## config.mk

```make
export PLATFORM = sky130hd
export DESIGN_NAME = aes_stream_loader_flat
export DESIGN_NICKNAME = d
export VERILOG_FILES = /design/src/rtl/aes_pkg.sv /design/src/rtl/aes_stream_loader_if.sv /design/src/rtl/aes_stream_loader.sv /design/src/flat_wrapper.sv
export SDC_FILE = /design/constraint.sdc
export NUM_CORES = 1
export LEC_CHECK = 0
export ABC_AREA = 1
export BUFFER_PORTS_ARGS = -buffer_cell sky130_fd_sc_hd__buf_2
export CAP_MARGIN = 15
export CORE_MARGIN = 2
export CORE_UTILIZATION = 53
export DETAILED_ROUTE_END_ITERATION = 8
export PLACE_DENSITY_LB_ADDON = 0.08
export RECOVER_POWER = 100
export SLEW_MARGIN = 0
export SYNTH_ARGS = -nofsm -noshare
export SYNTH_HDL_FRONTEND = slang
export SYNTH_SLANG_ARGS = --single-unit
```

## constraint.sdc

```tcl
create_clock -name clk -period 2.3 [get_ports clk]
set_input_delay 0.115 -clock clk [delete_from_list [all_inputs] [get_ports clk]]
set_output_delay 0.115 -clock clk [all_outputs]
set_load 0.01 [all_outputs]
```

## src/rtl/aes_pkg.sv

```systemverilog
// Shared definitions for the AES byte-stream loader: size codes, loader states,
// header layout and the key-length helper.
package aes_pkg;

  localparam logic [1:0] SZ_128 = 2'b00;
  localparam logic [1:0] SZ_192 = 2'b01;
  localparam logic [1:0] SZ_256 = 2'b10;
  localparam logic [1:0] SZ_BAD = 2'b11;

  localparam logic [1:0] ST_HDR = 2'd0;
  localparam logic [1:0] ST_KEY = 2'd1;
  localparam logic [1:0] ST_BLK = 2'd2;
  localparam logic [1:0] ST_OUT = 2'd3;

  localparam int HDR_SIZE_LO = 0;
  localparam int HDR_SIZE_HI = 1;
  localparam int HDR_REUSE   = 2;

  function automatic logic [5:0] key_bytes(input logic [1:0] size);
    case (size)
      SZ_192:  return 6'd24;
      SZ_256:  return 6'd32;
      default: return 6'd16;
    endcase
  endfunction

endpackage

```

## src/rtl/aes_stream_loader_if.sv

```systemverilog
// Byte-stream input and assembled-transaction output of the AES loader.
interface aes_stream_loader_if;
  logic         s_valid;
  logic         s_ready;
  logic [7:0]   s_data;
  logic         m_valid;
  logic         m_ready;
  logic [127:0] m_block;
  logic [255:0] m_key;
  logic [1:0]   m_size;

  modport master (
    output s_valid, s_data, m_ready,
    input  s_ready, m_valid, m_block, m_key, m_size
  );

  modport slave (
    input  s_valid, s_data, m_ready,
    output s_ready, m_valid, m_block, m_key, m_size
  );
endinterface

```

## src/rtl/aes_stream_loader.sv

```systemverilog
// Assembles header / optional key / plaintext bytes into one registered
// transaction for the combinational cipher stage; keeps the last key for reuse.
module aes_stream_loader
  import aes_pkg::*;
#(
  parameter int CNT_W = 16
) (
  input  logic                clk,
  input  logic                rst_n,
  input  logic                flush,
  aes_stream_loader_if.slave  bus,
  output logic                err,
  output logic                key_valid,
  output logic [CNT_W-1:0]    frames
);

  logic [1:0]       state_q,  state_d;
  logic [5:0]       cnt_q,    cnt_d;
  logic             s_ready_q, s_ready_d;
  logic             m_valid_q, m_valid_d;
  logic [127:0]     blk_q,    blk_d;
  logic [255:0]     key_q,    key_d;
  logic [1:0]       size_q,   size_d;
  logic             err_q,    err_d;
  logic             kv_q,     kv_d;
  logic [CNT_W-1:0] frames_q, frames_d;

  logic       accept;
  logic [1:0] hdr_size;
  logic       hdr_reuse;

  assign accept    = bus.s_valid && s_ready_q;
  assign hdr_size  = bus.s_data[HDR_SIZE_HI:HDR_SIZE_LO];
  assign hdr_reuse = bus.s_data[HDR_REUSE];

  always_comb begin
    state_d  = state_q;
    cnt_d    = cnt_q;
    blk_d    = blk_q;
    key_d    = key_q;
    size_d   = size_q;
    kv_d     = kv_q;
    frames_d = frames_q;
    err_d    = 1'b0;

    case (state_q)
      ST_HDR: begin
        if (accept && !flush) begin
          if (hdr_size == SZ_BAD) begin
            err_d = 1'b1;
          end else if (hdr_reuse) begin
            // Reuse is only legal against a complete key of the same size.
            if (!kv_q || hdr_size != size_q) begin
              err_d = 1'b1;
            end else begin
              state_d = ST_BLK;
              cnt_d   = 6'd0;
            end
          end else begin
            size_d  = hdr_size;
            key_d   = '0;
            kv_d    = 1'b0;
            state_d = ST_KEY;
            cnt_d   = 6'd0;
          end
        end
      end
      ST_KEY: begin
        if (flush) begin
          state_d = ST_HDR;
          cnt_d   = 6'd0;
        end else if (accept) begin
          key_d[8'd255 - {cnt_q[4:0], 3'b000} -: 8] = bus.s_data;
          if (cnt_q == key_bytes(size_q) - 6'd1) begin
            kv_d    = 1'b1;
            state_d = ST_BLK;
            cnt_d   = 6'd0;
          end else begin
            cnt_d = cnt_q + 6'd1;
          end
        end
      end
      ST_BLK: begin
        if (flush) begin
          state_d = ST_HDR;
          cnt_d   = 6'd0;
        end else if (accept) begin
          blk_d[7'd127 - {cnt_q[3:0], 3'b000} -: 8] = bus.s_data;
          if (cnt_q == 6'd15) begin
            state_d = ST_OUT;
            cnt_d   = 6'd0;
          end else begin
            cnt_d = cnt_q + 6'd1;
          end
        end
      end
      default: begin
        if (bus.m_ready) begin
          frames_d = frames_q + CNT_W'(1);
          state_d  = ST_HDR;
          cnt_d    = 6'd0;
        end
      end
    endcase

    s_ready_d = (state_d != ST_OUT);
    m_valid_d = (state_d == ST_OUT);
  end

  always_ff @(posedge clk or negedge rst_n) begin
    if (!rst_n) begin
      state_q   <= ST_HDR;
      cnt_q     <= 6'd0;
      s_ready_q <= 1'b0;
      m_valid_q <= 1'b0;
      blk_q     <= '0;
      key_q     <= '0;
      size_q    <= SZ_128;
      err_q     <= 1'b0;
      kv_q      <= 1'b0;
      frames_q  <= '0;
    end else begin
      state_q   <= state_d;
      cnt_q     <= cnt_d;
      s_ready_q <= s_ready_d;
      m_valid_q <= m_valid_d;
      blk_q     <= blk_d;
      key_q     <= key_d;
      size_q    <= size_d;
      err_q     <= err_d;
      kv_q      <= kv_d;
      frames_q  <= frames_d;
    end
  end

  assign bus.s_ready = s_ready_q;
  assign bus.m_valid = m_valid_q;
  assign bus.m_block = blk_q;
  assign bus.m_key   = key_q;
  assign bus.m_size  = size_q;
  assign err         = err_q;
  assign key_valid   = kv_q;
  assign frames      = frames_q;

endmodule

```

## src/flat_wrapper.sv

```systemverilog
// flat-port wrapper written by rule: the top's interface ports become plain ports
module aes_stream_loader_flat import aes_pkg::*;
#(
  parameter int CNT_W = 16
)
  (clk, rst_n, flush, err, key_valid, frames, bus_s_valid, bus_s_data, bus_m_ready, bus_s_ready, bus_m_valid, bus_m_block, bus_m_key, bus_m_size);
  aes_stream_loader_if bus_i ();
  input  logic clk;
  input  logic rst_n;
  input  logic flush;
  output logic err;
  output logic key_valid;
  output logic [CNT_W-1:0] frames;
  input wire logic [$bits(bus_i.s_valid)-1:0] bus_s_valid;
  input wire logic [$bits(bus_i.s_data)-1:0] bus_s_data;
  input wire logic [$bits(bus_i.m_ready)-1:0] bus_m_ready;
  output wire logic [$bits(bus_i.s_ready)-1:0] bus_s_ready;
  output wire logic [$bits(bus_i.m_valid)-1:0] bus_m_valid;
  output wire logic [$bits(bus_i.m_block)-1:0] bus_m_block;
  output wire logic [$bits(bus_i.m_key)-1:0] bus_m_key;
  output wire logic [$bits(bus_i.m_size)-1:0] bus_m_size;
  assign bus_i.s_valid = bus_s_valid;
  assign bus_i.s_data = bus_s_data;
  assign bus_i.m_ready = bus_m_ready;
  assign bus_s_ready = bus_i.s_ready;
  assign bus_m_valid = bus_i.m_valid;
  assign bus_m_block = bus_i.m_block;
  assign bus_m_key = bus_i.m_key;
  assign bus_m_size = bus_i.m_size;
  aes_stream_loader #(.CNT_W(CNT_W)) u_core (.clk(clk), .rst_n(rst_n), .flush(flush), .bus(bus_i), .err(err), .key_valid(key_valid), .frames(frames));
endmodule
```

# --- Word-level counts from Yosys, hierarchy flattened ---
# Cells that the tools add are included.
totals:
  inputBits: 13
  out_inout_bits: 406
  elab_cells: 107
  register_bits: 414
classes:
  n_reduce_logical: 15
  bitwise_logic: 4
  n_mux: 48
  add_sub_neg: 7
  shifts: 4
  n_eq_ne: 19
ops:
  columns: ["cell", "n"]
  rows:
  - ["two-way mux 256 bit", 5]
  - ["one-hot mux 256 bit (2 select lines)", 1]
  - ["variable shift 8 x 10 -> 263 bit (first input constant)", 1]
  - ["indexed part select 8 x 10 -> 263 bit", 1]
  - ["bitwise mux 256 bit", 1]
  - ["variable shift 8 x 9 -> 135 bit (first input constant)", 1]
  - ["indexed part select 8 x 9 -> 135 bit", 1]
  - ["bitwise mux 128 bit", 1]
  - ["two-way mux 6 bit", 14]
  - ["two-way mux 2 bit", 11]
  - ["one-hot mux 6 bit (3 select lines)", 1]
  - ["adder 16 x 1 -> 16 bit (second input constant)", 1]
  - ["one-hot mux 6 bit (2 select lines)", 1]
  - ["AND reduction 6 bit", 2]
  - ["two-way mux 1 bit", 11]
  - ["negation 8 -> 10 bit", 1]
  - ["negation 7 -> 9 bit", 1]
  - ["== test 2 bit (second input constant)", 4]
  - ["inequality test 2 bit (second input constant)", 4]
  - ["subtractor 8 bit (first input constant)", 1]
  - ["AND reduction 7 bit", 1]
  - ["subtractor 7 bit (first input constant)", 1]
  - ["adder 6 x 1 -> 6 bit (second input constant)", 1]
  - ["== test 6 x 4 -> 1 bit (second input constant)", 1]
  - ["other kinds (20)", 29]

# --- Longest topological paths before layout ---
logic_depth:
  word_depth: 12
  mapped_depth: 13
  depth_no_buf: 13

# --- Worst setup path after synthesis ---
# OpenSTA, ideal clock, no wires.
synth_path:
  kind: "register to register"
  startpoint: "register u_core.cnt_q[2]"
  endpoint: "register u_core.key_q[224] (netlist: u_core.bus.m_key[224])"
  n_path_buf: 2
  synth_period_minus_slack_ns: 1.934
  arrival_time_ns: 1.788
  setup_slack_ns: 0.366
  path_stages_with_launch: 10
  t_required_ns: 2.154
  setup_ns: 0.146
  path_cell_list: "dfrtp_1 -> inv_2 -> buf_2 -> buf_2 -> ha_1 -> nand2_1 -> nor2_1 -> inv_1 -> a21oi_1 -> o22ai_1"
synth_between:
  elab_chain_len: 7
  word_cells_on_any_way: 8
  classes_between: "2 x add/sub; 2 x shift; 4 x mux"
synth_lines:
  columns: ["element", "line_no", "text"]
  rows:
  - ["start: declaration", "aes_stream_loader.sv:18", "logic [5:0] cnt_q, cnt_d;"]
  - ["start signal: assignment", "aes_stream_loader.sv:124", "cnt_q <= cnt_d;"]
  - ["subtractor 8 bit *", "aes_stream_loader.sv:73", "key_d[8'd255 - {cnt_q[4:0], 3'b000} -: 8] = bus.s_data;"]
  - ["negation 8 -> 10 bit *", "aes_stream_loader.sv:73", null]
  - ["indexed part select 8 x 10 -> 263 bit / variable shift 8 x 10 -> 263 bit (equally long branches)", "aes_stream_loader.sv:73", null]
  - ["bitwise mux 256 bit *", "aes_stream_loader.sv:73", null]
  - ["two-way mux 256 bit *", "aes_stream_loader.sv:72", "end else if (accept) begin"]
  - ["two-way mux 256 bit *", "aes_stream_loader.sv:69", "if (flush) begin"]
  - ["one-hot mux 256 bit (2 select lines) *", "aes_stream_loader.sv:46", "case (state_q)"]
  - ["end signal: assignment", "aes_stream_loader.sv:128", "key_q <= key_d;"]
  - ["end: declaration", "aes_stream_loader.sv:22", "logic [255:0] key_q, key_d;"]
# Every way passes the cells marked *; elsewhere a longest branch is shown, timed or not. The select of a mux whose other input is x is not followed.
# A chain may end at the register's enable or synchronous reset.

# --- Final worst setup path ---
layout_path:
  startpoint: "register u_core.state_q[1]"
  endpoint: "register u_core.key_q[187] (netlist: u_core.bus.m_key[187])"
layout_between:
  elab_chain_len: 3
  word_cells_on_any_way: 10
  classes_between: "6 x eq/ne; 1 x mux; 3 x reduce/logical"
layout_lines:
  columns: ["element", "line_no", "text"]
  rows:
  - ["start: declaration", "aes_stream_loader.sv:17", "logic [1:0] state_q, state_d;"]
  - ["start signal: assignment", "aes_stream_loader.sv:123", "state_q <= state_d;"]
  - ["== test 2 x 1 -> 1 bit / zero test 2 bit (equally long branches)", "aes_stream_loader.sv:46", null]
  - ["inequality test 2 x 1 -> 1 bit (no source line) (tied with other cells)", null, null]
  - ["AND reduction 6 bit (no source line)", null, null]
# Parallel ways exist; a longest one is shown, timed or not.

==> impl_metrics.yaml <==
run_status:
  status: "complete, no violations"
synth:
  synthXorXnorAreaFrac: 0.00878
  yosysSeqAreaShare: 0.611
  synth-simple-area-share: 0.174
  synth_flop_cell: "dfrtp_1"
  yosys_warnings: 0
  yosys-top-cells-count: "501 x nand2_1, 414 x dfrtp_1, 234 x o21ai_0"
  synth.largest_area_cell: "dfrtp_1"
  synth_area_per_cell_sq_um: 9.43
  yosysMostFrequentCell: "nand2_1"
  synth-compound-area-share: 0.133
  synthCells: 1798
  muxShareOfSynthArea: 0.00531
  synth_seq_cells: 414
  syn_nets: 1826
  ys_top_cells_by_area: "dfrtp_1 61%, nand2_1 11%, o21ai_0 6.9%"
  yosysUniqueCellTypes: 40
  synth_top_family_by_area: "simple AND/OR/NAND/NOR gates"
  syn_area_sq_um: 17000
  async_flop_share: 1.00
  synthAdderAreaFrac: 0.0111
  synth_top_cell_area_share: 0.611
  synth_edf_count: 0
placed_design:
  dpl_cell_area_sq_um: 19700
  dp.final_hpwl_mm: 38.4
  dp_slack_ps: 26.7
  gp_congestion: 0.912
  io_buffers: 418
  dp_cells: 2619
floorplan:
  start_util: 0.537
  dieArea_sq_um: 33400
  die_y_um: 183
  coreArea_sq_um: 31600
  row_count: 65
  io_pins: 419
  die_w_um: 183
critical_path:
  startpoint_type: "register"
  arrival_ps: 2590
  critPathMaxFanout: 16
  startpoint: "u_core.state_q[1]"
  critPathCaptureType: "register"
  r2r_start: "u_core.state_q[1]"
  crit_path_top_delay_cell: "dfrtp_1"
  crit_chain: "inv_1 -> ha_2 -> nand2_1 -> a21oi_2 -> nand2_4 -> nor2_8 -> buf_6 -> nand2_1 -> o21ai_0"
  cpMostUsedCell: "nand2_1"
  cp.required_ps: 2750
  cp_slowest_stage_delay_ps: 430
  worstSetupPathType: "register to register"
drt:
  wl_per_cell_um: 19.5
  drc: 0
  viasPerCell: 5.40
  drt-total-wl_mm: 52.6
  via_count: 14600
  drtIter0Drc: 1002
  drtAntennaViolNets: 0
  drtPass1Iterations: 5
global_routing:
  antenna_found_initial: 4
  grt_first_pass_wirelength_mm: 80.7
  grt_max_degree: 90
  grtUsageTotal: 0.312
  overflow: 0
  grt_pass1_vias: 14000
timing:
  period_needed_ps: 2150
  fmax_ghz: 0.466
  slew_violations: 0
  fin_ws_ps: 152
  setup_viol: 0
  fin_crit_sh: 0.934
  max_slew_margin: 0.232
  skew_ps: 10.8
  rsz0062_at_grt: "no"
  fin_setup_tns_ps: 0
  hold_viol: 0
  tightest_slew_ps: 1150
pwr:
  p_leak_nw: 9.33
  p_per_area_nw_per_um2: 841
  ir_drop_v: 0.000534
finish:
  final_layout_size_suffix_gt1_frac: 0.0845
  synthToLayoutAreaGrowth_pct: 21.5
  seqCellArea_sq_um: 10400
  fin_cells: 2701
  multi_input_area_sq_um: 5630
  layout.nets: 2296
  design_area_sq_um: 20600
  fill_cells: 2844
hold_path:
  hold_path_class: "primary input to register"
  min_from: "bus_m_ready"
cts:
  clock_latency_ps: 530
  cts_tree: "built"
  cts_made_buffers: 43
  clockBufferDepth: 3
  ctsHtreeMaxLevel: 2
  clkTransAtPathRegs_ps: 60
  clockRootBuffer: "clkbuf_16"
  cts_sinks: 414
job:
  drv_cap: 0
metal layers:
layer,GRT usage,wire length [um],up-vias
met5,0,13,-
met4,0.112,1710,2
met3,0.0693,4100,108
met2,0.492,24500,576
met1,0.430,22300,7137
li1,-,-,6771
critical path, delay by kind of cell (launching register included):
| kind | cells | cell delay [ps] |
|---|---|---|
| AOI/OAI and AO/OA | 2 | 380 |
| adders and majority gates | 1 | 270 |
| buffers and inverters | 2 | 450 |
| DFF | 1 | 430 |
| and+or+nand+nor | 4 | 530 |
per-stage QoR:
step	hold WS [ps]	power, W	util
2_1_floorplan	-181	0.00947	-
3_5_place_dp	33.3	0.0106	0.625
4_1_cts	17.7	0.0175	0.671
3_3_place_gp	38.3	0.0106	0.625
5_1_grt	61.8	0.0180	0.653
6_report	37.5	0.0173	0.653
state kept, by name, summed over array words and instances (netlist names), 2 cells and up:
register and flops:
u_core.state_q 2, u_core.bus.m_key 256, u_core.bus.m_size 2, u_core.bus.m_block 128, u_core.frames 16, u_core.cnt_q 6
kinds of logic after synthesis:
| family | count (synthesis) |
|---|---|
| DFF | 414 |
| and+or+nand+nor | 703 |
| buffers and inverters | 225 |
| muxes | 8 |
| adders and majority gates | 15 |
| xor gates and xnor gates | 17 |
| AOI/OAI and AO/OA | 416 |
power breakdown:
| part | internal, W | switching (W) | leakage, nW |
|---|---|---|---|
| clock | 0.00410 | 0.00278 | 0.674 |
| sequential | 0.00756 | 0.000199 | 5.76 |
| combinational | 0.000711 | 0.00197 | 2.90 |
timing repair:
| item | 4_1_cts | 5_1_grt |
|---|---|---|
| hold buffers | 6 | 0 |
| buffers inserted | 0 | 0 |
| endpoints found under the setup margin | 1 | 94 |
| endpoints found under the hold margin | 418 | 0 |
| gates resized for setup | 1 | 15 |
final cells by class:
type                    instances  area share
well taps                     402      0.0244
diodes                          3    0.000365
flip-flops and latches        414       0.503
repair buffers                474      0.0993
clock inverters                10     0.00632
inverters                     176      0.0321
multi-input cells            1159       0.274
clock buffers                  63      0.0609
worst paths after layout:
check                                          end  slack (ps)  cells past startpoint
hold reg to reg             u_core.bus.m_block[56]         470                      2
min in group asynchronous     u_core.bus.m_key[58]         350                      2
max in group asynchronous  u_core.bus.m_block[114]         470                      3
setup / recovery             u_core.bus.m_key[187]         150                      9
setup reg to reg             u_core.bus.m_key[187]         150                      9
hold / removal                    u_core.frames[1]          40                      4
cell usage in the layout (no fill, tap or decap), types with 5 or more instances in the layout:
cell type,count
nand2_1,499
clkbuf_1,422
dfrtp_1,414
o21ai_0,307
inv_1,168
nor2_1,95
o22ai_1,48
clkbuf_16,45
nor3_1,42
buf_4,31
nand3_1,20
o21ai_1,20
o21ai_2,19
nand2_4,17
a21oi_1,15
ha_1,14
nand2_2,12
buf_2,11
xor2_1,9
clkbuf_2,9
xnor2_1,8
nand4_1,7
inv_2,6
clkinv_2,6
mux2_2,6
clkbuf_8,6
dlygate4sd3_1,6
a21oi_2,5
(Power assumes the default switching activity.)
